===== src/rtl/vga_fb_arbiter.sv =====
// rtl/vga_fb_arbiter.sv - single-port framebuffer arbiter between VGA scan-out and a pixel writer
//
// Purpose: owns the 160x120x12-bit framebuffer RAM. One display read is
// scheduled every 4 pixel clocks of active video; all other cycles are free
// for the writer. Read pixels are 4x4 upscaled onto the 640x480 window.
//
// Ports:
//   clk, rst_n                  pixel clock, asynchronous active-low reset
//   H_count_value/V_count_value h/v position from the timing counters
//   disp_en                     display enable, sampled at h=0,v=0
//   wr_req/wr_addr/wr_data      writer request, held until wr_ack
//   wr_ack/wr_err               one-cycle consume pulse / out-of-range flag
//   mem_en/mem_we/mem_addr/mem_wdata/mem_rdata   registered RAM port
//   Red/Green/Blue              registered pixel outputs
//   frame_start                 pulse in the cycle after h=0,v=0
module vga_fb_arbiter (
    input  logic        clk,
    input  logic        rst_n,
    input  logic [15:0] H_count_value,
    input  logic [15:0] V_count_value,
    input  logic        disp_en,
    input  logic        wr_req,
    input  logic [14:0] wr_addr,
    input  logic [11:0] wr_data,
    output logic        wr_ack,
    output logic        wr_err,
    output logic        mem_en,
    output logic        mem_we,
    output logic [14:0] mem_addr,
    output logic [11:0] mem_wdata,
    input  logic [11:0] mem_rdata,
    output logic [3:0]  Red,
    output logic [3:0]  Green,
    output logic [3:0]  Blue,
    output logic        frame_start
);

    localparam logic [15:0] V_FIRST   = 16'd35;
    localparam logic [15:0] V_LAST    = 16'd514;
    localparam logic [15:0] SLOT_H0   = 16'd141;
    localparam logic [15:0] SLOT_HLST = 16'd777;
    localparam logic [15:0] H_LAST    = 16'd783;
    localparam logic [14:0] FB_WORDS  = 15'd19200;

    logic        disp_q;
    logic [1:0]  rd_pipe;     // display slot delayed by 1 and 2 clocks
    logic        v_active;
    logic        disp_slot;
    logic        frame_edge;
    logic        clear_rgb;
    logic [15:0] v_off;
    logic [15:0] h_off;
    logic [6:0]  row;
    logic [7:0]  col;
    logic [14:0] disp_addr;

    assign v_active   = (V_count_value >= V_FIRST) && (V_count_value <= V_LAST);
    assign frame_edge = (H_count_value == 16'd0) && (V_count_value == 16'd0);

    // Slots sit at h = 141 + 4x; 141 mod 4 == 1, hence the low-bit match.
    assign disp_slot = disp_q && v_active
                     && (H_count_value >= SLOT_H0) && (H_count_value <= SLOT_HLST)
                     && (H_count_value[1:0] == 2'b01);

    // row*160 built as row*128 + row*32; both offsets are only meaningful
    // inside the slot window, where they stay within 0..119 and 0..159.
    assign v_off     = V_count_value - V_FIRST;
    assign h_off     = H_count_value - SLOT_H0;
    assign row       = 7'(v_off >> 2);
    assign col       = 8'(h_off >> 2);
    assign disp_addr = {1'b0, row, 7'b0} + {3'b0, row, 5'b0} + {7'b0, col};

    assign clear_rgb = (H_count_value == H_LAST) || !v_active || !disp_q;

    always_ff @(posedge clk or negedge rst_n) begin
        if (!rst_n) begin
            disp_q      <= 1'b0;
            frame_start <= 1'b0;
            rd_pipe     <= 2'b00;
        end else begin
            frame_start <= frame_edge;
            rd_pipe     <= {rd_pipe[0], disp_slot};
            if (frame_edge) begin
                disp_q <= disp_en;
            end
        end
    end

    // RAM port and writer handshake. A display slot always owns the RAM;
    // the writer simply sees its request taken one cycle later.
    always_ff @(posedge clk or negedge rst_n) begin
        if (!rst_n) begin
            mem_en    <= 1'b0;
            mem_we    <= 1'b0;
            mem_addr  <= 15'd0;
            mem_wdata <= 12'd0;
            wr_ack    <= 1'b0;
            wr_err    <= 1'b0;
        end else begin
            mem_en <= 1'b0;
            mem_we <= 1'b0;
            wr_ack <= 1'b0;
            wr_err <= 1'b0;
            if (disp_slot) begin
                mem_en   <= 1'b1;
                mem_addr <= disp_addr;
            end else if (wr_req) begin
                wr_ack <= 1'b1;
                if (wr_addr < FB_WORDS) begin
                    mem_en    <= 1'b1;
                    mem_we    <= 1'b1;
                    mem_addr  <= wr_addr;
                    mem_wdata <= wr_data;
                end else begin
                    wr_err <= 1'b1;
                end
            end
        end
    end

    // Read data arrives two clocks after the slot; capturing then puts
    // pixel x on screen for h = 144+4x .. 147+4x.
    always_ff @(posedge clk or negedge rst_n) begin
        if (!rst_n) begin
            Red   <= 4'd0;
            Green <= 4'd0;
            Blue  <= 4'd0;
        end else if (clear_rgb) begin
            Red   <= 4'd0;
            Green <= 4'd0;
            Blue  <= 4'd0;
        end else if (rd_pipe[1]) begin
            Red   <= mem_rdata[11:8];
            Green <= mem_rdata[7:4];
            Blue  <= mem_rdata[3:0];
        end
    end

endmodule

===== config.mk =====
export PLATFORM = sky130hd
export DESIGN_NAME = vga_fb_arbiter
export DESIGN_NICKNAME = d
export VERILOG_FILES = /design/src/rtl/vga_fb_arbiter.sv
export SDC_FILE = /design/constraint.sdc
export NUM_CORES = 1
export LEC_CHECK = 0
export ABC_AREA = 1
export CORE_MARGIN = 4
export CORE_UTILIZATION = 35
export DETAILED_ROUTE_END_ITERATION = 7
export GPL_TIMING_DRIVEN = 0
export HOLD_SLACK_MARGIN = 0.1
export PLACE_DENSITY = 0.76
export SLEW_MARGIN = 20
export SYNTH_ARGS = -nofsm -noshare
export SYNTH_HDL_FRONTEND = slang
export SYNTH_SLANG_ARGS = --single-unit

===== constraint.sdc =====
create_clock -name clk -period 1.86 [get_ports clk]
set_clock_uncertainty 0.15 [all_clocks]
set_input_delay 0.372 -clock clk [delete_from_list [all_inputs] [get_ports clk]]
set_output_delay 0.372 -clock clk [all_outputs]
set_load 0.03 [all_outputs]

==> results.txt, run 1 <==
The total chip power is 3.42 mW. The cell area after synthesis is 0.00293 mm2. The number of I/O port buffers came out at 117. The number of stages on the worst hold path came out at 0. In the routed design, unresolved DRC markers number 0. The library cell with the largest summed area after synthesis is sky130_fd_sc_hd__dfrtp_1.

The initial utilization of the core area, before any placement, comes to 35.9%. The number of clock buffers added by TritonCTS is 5. The final worst-path cycle share came out at 145%. In this run the worst hold path is classified as flop to flop. sky130_fd_sc_hd__nand2_1 is the most common cell in the netlist.

The cell count after synthesis is 363. The total power density per cell area came out at 618 mW/mm2. Ranked by total cell area, the synthesized netlist is headed by sky130_fd_sc_hd__dfrtp_1 40%, sky130_fd_sc_hd__nand2_1 12%, sky130_fd_sc_hd__nand3_1 8.2%, sky130_fd_sc_hd__ha_1 5.5%, sky130_fd_sc_hd__inv_1 4.5%.

Before CTS, the worst setup slack after placement is -1.80 ns. During synthesis, Yosys emitted a total of 0 warnings. The share of Yosys cell area claimed by the top area cell type came out at 40.1%. The most used flip-flop cell after synthesis is sky130_fd_sc_hd__dfrtp_1.

The final critical path time including I/O delays and setup is 2.69 ns. The total count of max-transition violations in the final report came out at 0. The worst min-delay path endpoint is rd_pipe[1]. Sorting the synthesized cells by how often they occur yields 96 x sky130_fd_sc_hd__nand2_1, 48 x sky130_fd_sc_hd__nand3_1, 47 x sky130_fd_sc_hd__dfrtp_1, 35 x sky130_fd_sc_hd__inv_1, 33 x sky130_fd_sc_hd__nor2_1. For this run, the register share of the synthesized area comes to 40.1%. The element type at the critical path start is an input port. The total wire length came out at 10,500 um. The required time at the endpoint of the critical path is 1.91 ns.

The number of nets in the layout is 641. The final estimated routing congestion in global placement came out at 0.819. Cells with a size suffix above 1 make up 42.4% of the layout. The startpoint of the worst register-to-register path is rd_pipe[1]. The fill cell total of the finished layout came out at 610. Clock tree synthesis found a total of 47 sinks. After floorplanning, the core was sized to cover 0.00818 mm2. The pin count of the biggest net entering global routing came out at 33. The number of different library cells used by synthesis comes to 35. The first routing iteration left 136 violations. The first global-routing pass estimated 15,600 um of wire. The detailed-routing iteration count for the pre-antenna-repair pass is 5. The die extent in y is 99.5 um. The worst-case hold slack is 0.224 ns.

The maximum buffer depth of the clock tree is 2. The largest fanout on the critical path came out at 3. The number of antenna violations at the first check in global routing is 0.

The H-tree was split into 2 levels. The die is 99.5 um wide. Based on the critical path, the design can be clocked at up to 372 MHz.

The diode insertion count for antenna repair is 0. The average wire per standard cell came out at 16.0 um. The static leakage is 2.91 nW. The worst setup path is of the input port to flop kind. The boundary pin count came out at 119.

The number of enable-type register cells in the synthesized netlist is 0. The endpoint arrival time on the critical path is 2.74 ns. For the worst-skew pair, the clock arrives at the later sink with an insertion delay of 0.31 ns. The worst vdd rail ir drop is 0.330 mV.

For flop-to-flop paths, the worst setup slack is 0.23 ns. The worst setup path is captured at a flop. The setup-violating endpoint count in the final report came out at 8.

The startpoint identified for the worst hold timing path is rd_pipe[0]. At the pin with the least slew margin, the transition time is 0.708 ns. Once detailed placement completed, the half-perimeter wirelength came to 6490 um. The residual overflow from global routing is 0. The number of global-route vias before repair came out at 3,299.

The max-capacitance violation count is 0. The number of rows created at floorplan came out at 33. The final route contains 3,251 vias. The worst register-to-register path ends at Red[3]. The headroom to the max-slew limit is 52.8%.

The area growth from synthesis to layout is 88.4%. The mean instance size in the synthesized netlist came out at 8.08 um2. The area of the die is 0.00990 mm2. Setup slack on the critical path of the routed design comes to -0.831 ns. The final reports fail on setup timing.

The per-cell via count in the routed design is 4.95. The run finished, with violations left. The number of cells on the worst reg-to-reg path came out at 3.

In the synthesized netlist the async set-or-reset flop fraction comes to 100%. The number of nets with antenna violations after detailed routing is 0. The final hold violation count came out at 0. The post-CTS clock slew at the launch and capture registers of the worst setup and hold paths came out at 0.09 ns. The global-route usage over all layers is 19.7%.

Counting every net in the synthesized netlist gives 453. CTS placed an instance of sky130_fd_sc_hd__clkbuf_8 at the clock tree root. TritonCTS built the clock tree. Setup repair after global routing could not meet its margin everywhere.

The flip-flop and latch count after synthesis is 47.
==> placed cells by master (no fill, tap or decap), drive strengths merged, types with 6 or more instances in the layout <==
cell type and instances:
dfrtp 47, clkdlybuf4s15 12, inv 40, nand2 111, nor2 42, xor2 6, ha 13, nand3 51
buf 81, mux2i 12, clkdlybuf4s50 42, dlygate4sd2 32, a21oi 6, dlymetal6s2s 15, clkbuf 14
==> worst max path at each step <==
stage	cells after the start	slack (ns)	endpoint	startpoint
after floorplan	19	-0.98	mem_addr[12]	H_count_value[1]
after global placement	20	-1.73	mem_addr[12]	H_count_value[2]
after detailed placement	20	-1.80	mem_addr[12]	H_count_value[2]
after CTS	20	-0.88	mem_addr[12]	H_count_value[0]
after global routing	20	-1.00	mem_addr[12]	H_count_value[1]
final	20	-0.83	mem_addr[12]	H_count_value[1]
==> repair_timing <==
action                                  4_1_cts  5_1_grt
cloned                                        6        0
resized for setup                           187      105
pin swaps                                    58       55
endpoints found under the setup margin       68       54
hold buffers                                  1        0
endpoints found under the hold margin        15        0
setup buffers                                53       15
==> worst max-delay path, stage by stage <==
cell and delay [ns]:
sky130_fd_sc_hd__buf_8 0.10, sky130_fd_sc_hd__nor2_4 0.14, sky130_fd_sc_hd__nor2_4 0.05, sky130_fd_sc_hd__inv_2 0.07
sky130_fd_sc_hd__nand3_4 0.08, sky130_fd_sc_hd__buf_4 0.15, sky130_fd_sc_hd__nand3_1 0.07, sky130_fd_sc_hd__nand2_1 0.08
sky130_fd_sc_hd__ha_1 0.31, sky130_fd_sc_hd__ha_4 0.19, sky130_fd_sc_hd__fa_2 0.40, sky130_fd_sc_hd__nand3_2 0.07
sky130_fd_sc_hd__nand2_2 0.06, sky130_fd_sc_hd__nand2_2 0.07, sky130_fd_sc_hd__nand2_1 0.05, sky130_fd_sc_hd__nand2_1 0.07
sky130_fd_sc_hd__nand2_2 0.06, sky130_fd_sc_hd__or2_4 0.22, sky130_fd_sc_hd__nand3_2 0.07, sky130_fd_sc_hd__nand3_2 0.07
==> state kept, by name, summed over array words and instances, names as in the netlist <==
register,cells
mem_addr,15
mem_wdata,12
Blue,4
Green,4
Red,4
rd_pipe,2
disp_q,1
frame_start,1
mem_en,1
mem_we,1
wr_ack,1
wr_err,1
==> routing by layer <==
layer	up-vias	track usage [%]	share of wire (%)
met1	1538	21.3	38
li1	1537	-	-
met5	-	0	0
met4	0	8.30	3.8
met3	33	3.72	6.6
met2	143	37.2	51
==> stage by stage <==
| stage | cells | util [%] | setup TNS (ns) | instance area [um2] |
|---|---|---|---|---|
| floorplan | 363 | - | -5.60 | 2960 |
| global placement | 585 | 52.2 | -71.42 | 4260 |
| detailed placement | 586 | 52.3 | -26.39 | 4280 |
| CTS | 653 | 63.8 | -6.45 | 5210 |
| global route | 657 | 67.6 | -7.33 | 5520 |
| finish | 657 | 67.6 | -5.71 | 5520 |
==> cells by family (layout without fill, tap and decap cells) <==
kind of cell / Yosys count / count (layout) / share of synthesized area, %
compound gates: 15 / 15 / 2.99
buf+inv: 50 / 239 / 8.49
flops: 47 / 47 / 40.1
simple gates: 216 / 216 / 35.0
fa+ha+maj: 15 / 15 / 6.91
xor+xnor: 8 / 8 / 2.39
mux: 12 / 12 / 4.10
==> power by group <==
group	internal, mW	switching (mW)	total [mW]
Combinational	0.643	0.711	1.35
Sequential	1.11	0.0627	1.17
Clock	0.537	0.355	0.893
==> layout make-up <==
| class | instances | area [um2] | area share [%] |
|---|---|---|---|
| Timing Repair Buffer | 181 | 1750 | 31.7 |
| Buffer | 10 | 115 | 2.08 |
| Clock inverter | 2 | 60.1 | 1.09 |
| Tap cell | 105 | 131 | 2.38 |
| Clock buffer | 6 | 72.6 | 1.31 |
| Sequential cell | 47 | 1180 | 21.3 |
| Inverter | 40 | 160 | 2.90 |
| Multi-Input combinational cell | 266 | 2060 | 37.2 |
(Power assumes the default switching activity.)
==> run 2, diff against run 1 <==
- PLACE_DENSITY: 0.76 -> 0.67
- SKIP_CTS_REPAIR_TIMING: unset -> 1
==> run 2 against run 1 <==
Against the previous run: the run still ends with setup timing left; largest power group unchanged; highest routed layer unchanged; hold slack got worse by 0.011 ns; critical path depth unchanged; die area did not move; via count down 8.4%; design area shrank 8.0%; count of clock-buffer cells in the layout is the same; core utilization is 5.4 points lower; worst setup slack got worse by 0.17 ns; sequential cell count unchanged; non-clock buffer count decreased by 44; critical endpoint unchanged; clock power is 14% lower.
==> results.txt, run 2 (same netlist as run 1, synthesis figures left out) <==
At the worst endpoint, the arrival time is 2.91 ns. The headroom to the max-slew limit came out at 52.5%. The floorplan die width is 99.5 um. The clock sink count is 47. The per-cell via count in the routed design came out at 4.85. The number of rows created at floorplan is 33. Max-cap violations in this run came to 0.

The checks that failed: setup timing. The synthesis-to-finish area growth is 73.4%. The largest register by flop count is mem_addr. The clock share of power is 24.5%. The fraction of final layout cells with drive strength greater than 1 came out at 28.3%.

At the later pin of the worst-skew pair, clock insertion delay measures 0.30 ns. Of the total power, registers draw 36.6%. The die extent in y came out at 99.5 um. The path class of the tightest hold or removal check is flop to flop.

The flow ran to the end, but the final reports show violations. The library cells used most frequently in the layout, excluding fill and tap cells, are 79 x sky130_fd_sc_hd__nand2_1, 59 x sky130_fd_sc_hd__dlymetal6s2s_1, 51 x sky130_fd_sc_hd__clkdlybuf4s50_1. The first global-routing pass estimated 13,100 um of wire. The cell count after placement is 586. The final worst-path cycle share came out at 154%. The root buffer cell is sky130_fd_sc_hd__clkbuf_8. Net switching is 32.6% of the power. Across all setup checks in the final design, the least slack found is -1.00 ns. The congestion estimate from routability-driven global placement came to 0.880.

The diode insertion count for antenna repair came out at 0. The pin count of the biggest net entering global routing is 25. The number of antenna violations at the first check in global routing came out at 0. TritonCTS built the clock tree. The area of the die came out at 0.00990 mm2. The initial utilization of the core area, before any placement, comes to 35.9%. The largest fanout on the critical path is 4. The kind of end point of the critical path is a flop. The setup-violating endpoint count in the final report came out at 26.

The maximum operating frequency came out at 349 MHz. The startpoint identified for the worst hold timing path is rd_pipe[0]. In the global route stage, overall resource usage came out at 16.2%. The combinational cell fraction of total power is 38.9%.

Tracing the worst setup path back leads to its startpoint at H_count_value[0]. The worst register-to-register path begins at rd_pipe[1]. The worst setup path is launched from an input port. The maximum buffer depth of the clock tree came out at 2. The number of global-route vias before repair is 2,807. For the pin with the worst max-slew slack, the measured transition is 0.712 ns. The standard cell core area is 0.00818 mm2. The largest registers in the layout are mem_addr (15), mem_wdata (12). The number of nets with antenna violations after detailed routing came out at 0. The post-CTS clock slew at the launch and capture registers of the worst setup and hold paths is 0.09 ns. The maximum level of the CTS H-tree is 2. Data on the critical path is required at its endpoint by 1.90 ns.

The final cell count without fillers is 614. The total wire length is 9310 um. The vias after detailed routing came out at 2,977.

Before antenna repair, the detailed router went through 4 iterations. The most common cell after layout, fill and taps aside is sky130_fd_sc_hd__nand2_1. In this run the power spent charging and discharging nets is 1.02 mW. The number of clock buffers added by TritonCTS is 5. Subtracting the final worst setup slack from the clock period gives 2.86 ns. The worst vdd rail ir drop is 0.294 mV. The static leakage is 2.97 nW. The total power density per cell area came out at 619 mW/mm2. The register with the most flip-flops in the layout has 15 of them. Setup repair after global routing could not meet its margin everywhere.

The total count of max-transition violations in the final report came out at 0. The placed wire-length estimate after detailed placement is 6650 um. The category of the most critical setup path is input port to flop. The total chip power came out at 3.15 mW.

The post-route DRC violation count is 0. Global routing finished with a remaining overflow of 0. The detailed router finished its first iteration with 115 violations. After detailed routing, the average wire length per cell comes to 15.2 um.

The internal power is 2.12 mW. The boundary pin count is 119. The number of nets in the layout is 598. The number of I/O port buffers came out at 117. The final hold violation count is 0.
## run 2: path summary, 6_finish.rpt
check,to,slack (ns),cells after the start
setup / recovery,mem_addr[12],-1.00,20
min in group asynchronous,Blue[3],0.45,2
setup reg to reg,Red[0],0.28,3
max in group asynchronous,disp_q,0.57,3
hold / removal,rd_pipe[1],0.21,0
hold reg to reg,rd_pipe[1],0.21,0
## run 2: power by group through the flow
stage / Combinational, mW / Clock, mW / Sequential [mW]
5_1_grt: 1.32 / 0.829 / 1.16
3_3_place_gp: 0.992 / 0 / 1.17
3_5_place_dp: 1.02 / 0 / 1.18
2_1_floorplan: 0.379 / 0 / 1.34
4_1_cts: 1.02 / 0.803 / 1.15
6_report: 1.22 / 0.772 / 1.15
## run 2: critical path: stages
cell	delay [ns]
sky130_fd_sc_hd__buf_8	0.10
sky130_fd_sc_hd__nor2_4	0.13
sky130_fd_sc_hd__nor2_4	0.06
sky130_fd_sc_hd__inv_2	0.07
sky130_fd_sc_hd__nand3_4	0.09
sky130_fd_sc_hd__nand2_2	0.08
sky130_fd_sc_hd__nand2_2	0.07
sky130_fd_sc_hd__xor2_2	0.16
sky130_fd_sc_hd__fa_1	0.57
sky130_fd_sc_hd__inv_2	0.06
sky130_fd_sc_hd__fa_2	0.39
sky130_fd_sc_hd__nand3_2	0.08
sky130_fd_sc_hd__nand2_2	0.06
sky130_fd_sc_hd__nand2_2	0.07
sky130_fd_sc_hd__nand2_1	0.05
sky130_fd_sc_hd__nand2_1	0.06
sky130_fd_sc_hd__nand2_2	0.07
sky130_fd_sc_hd__or2_4	0.25
sky130_fd_sc_hd__nand3_2	0.08
sky130_fd_sc_hd__nand3_2	0.05
## run 2: cell type report
class / instances / area (um2)
Buffer: 9 / 98.8
Clock buffer: 6 / 82.6
Clock inverter: 2 / 35.0
Fill cell: 701 / 3090
Inverter: 40 / 155
Multi-Input combinational cell: 267 / 1900
Sequential cell: 47 / 1180
Tap cell: 105 / 131
Timing Repair Buffer: 138 / 1510
## run 2: per-stage QoR
stage	util (%)	cell area, um2	hold slack, ns	worst slack, ns	TNS (ns)
floorplan	-	2960	-0.0736	-0.984	-5.60
global placement	52.2	4260	0.188	-1.74	-77.88
detailed placement	52.3	4280	0.190	-1.79	-26.98
CTS	53.8	4400	-0.0796	-1.48	-13.78
global route	62.2	5080	0.230	-1.11	-10.78
finish	62.2	5080	0.213	-1.00	-8.21
## run 2: per-layer routing
| layer | track usage, % | up-vias | share of wire (%) |
|---|---|---|---|
| li1 | - | 1450 | - |
| met1 | 20.7 | 1397 | 42 |
| met2 | 27.7 | 116 | 48 |
| met3 | 3.72 | 14 | 8.2 |
| met4 | 3.89 | 0 | 1.8 |
| met5 | 0 | - | 0 |
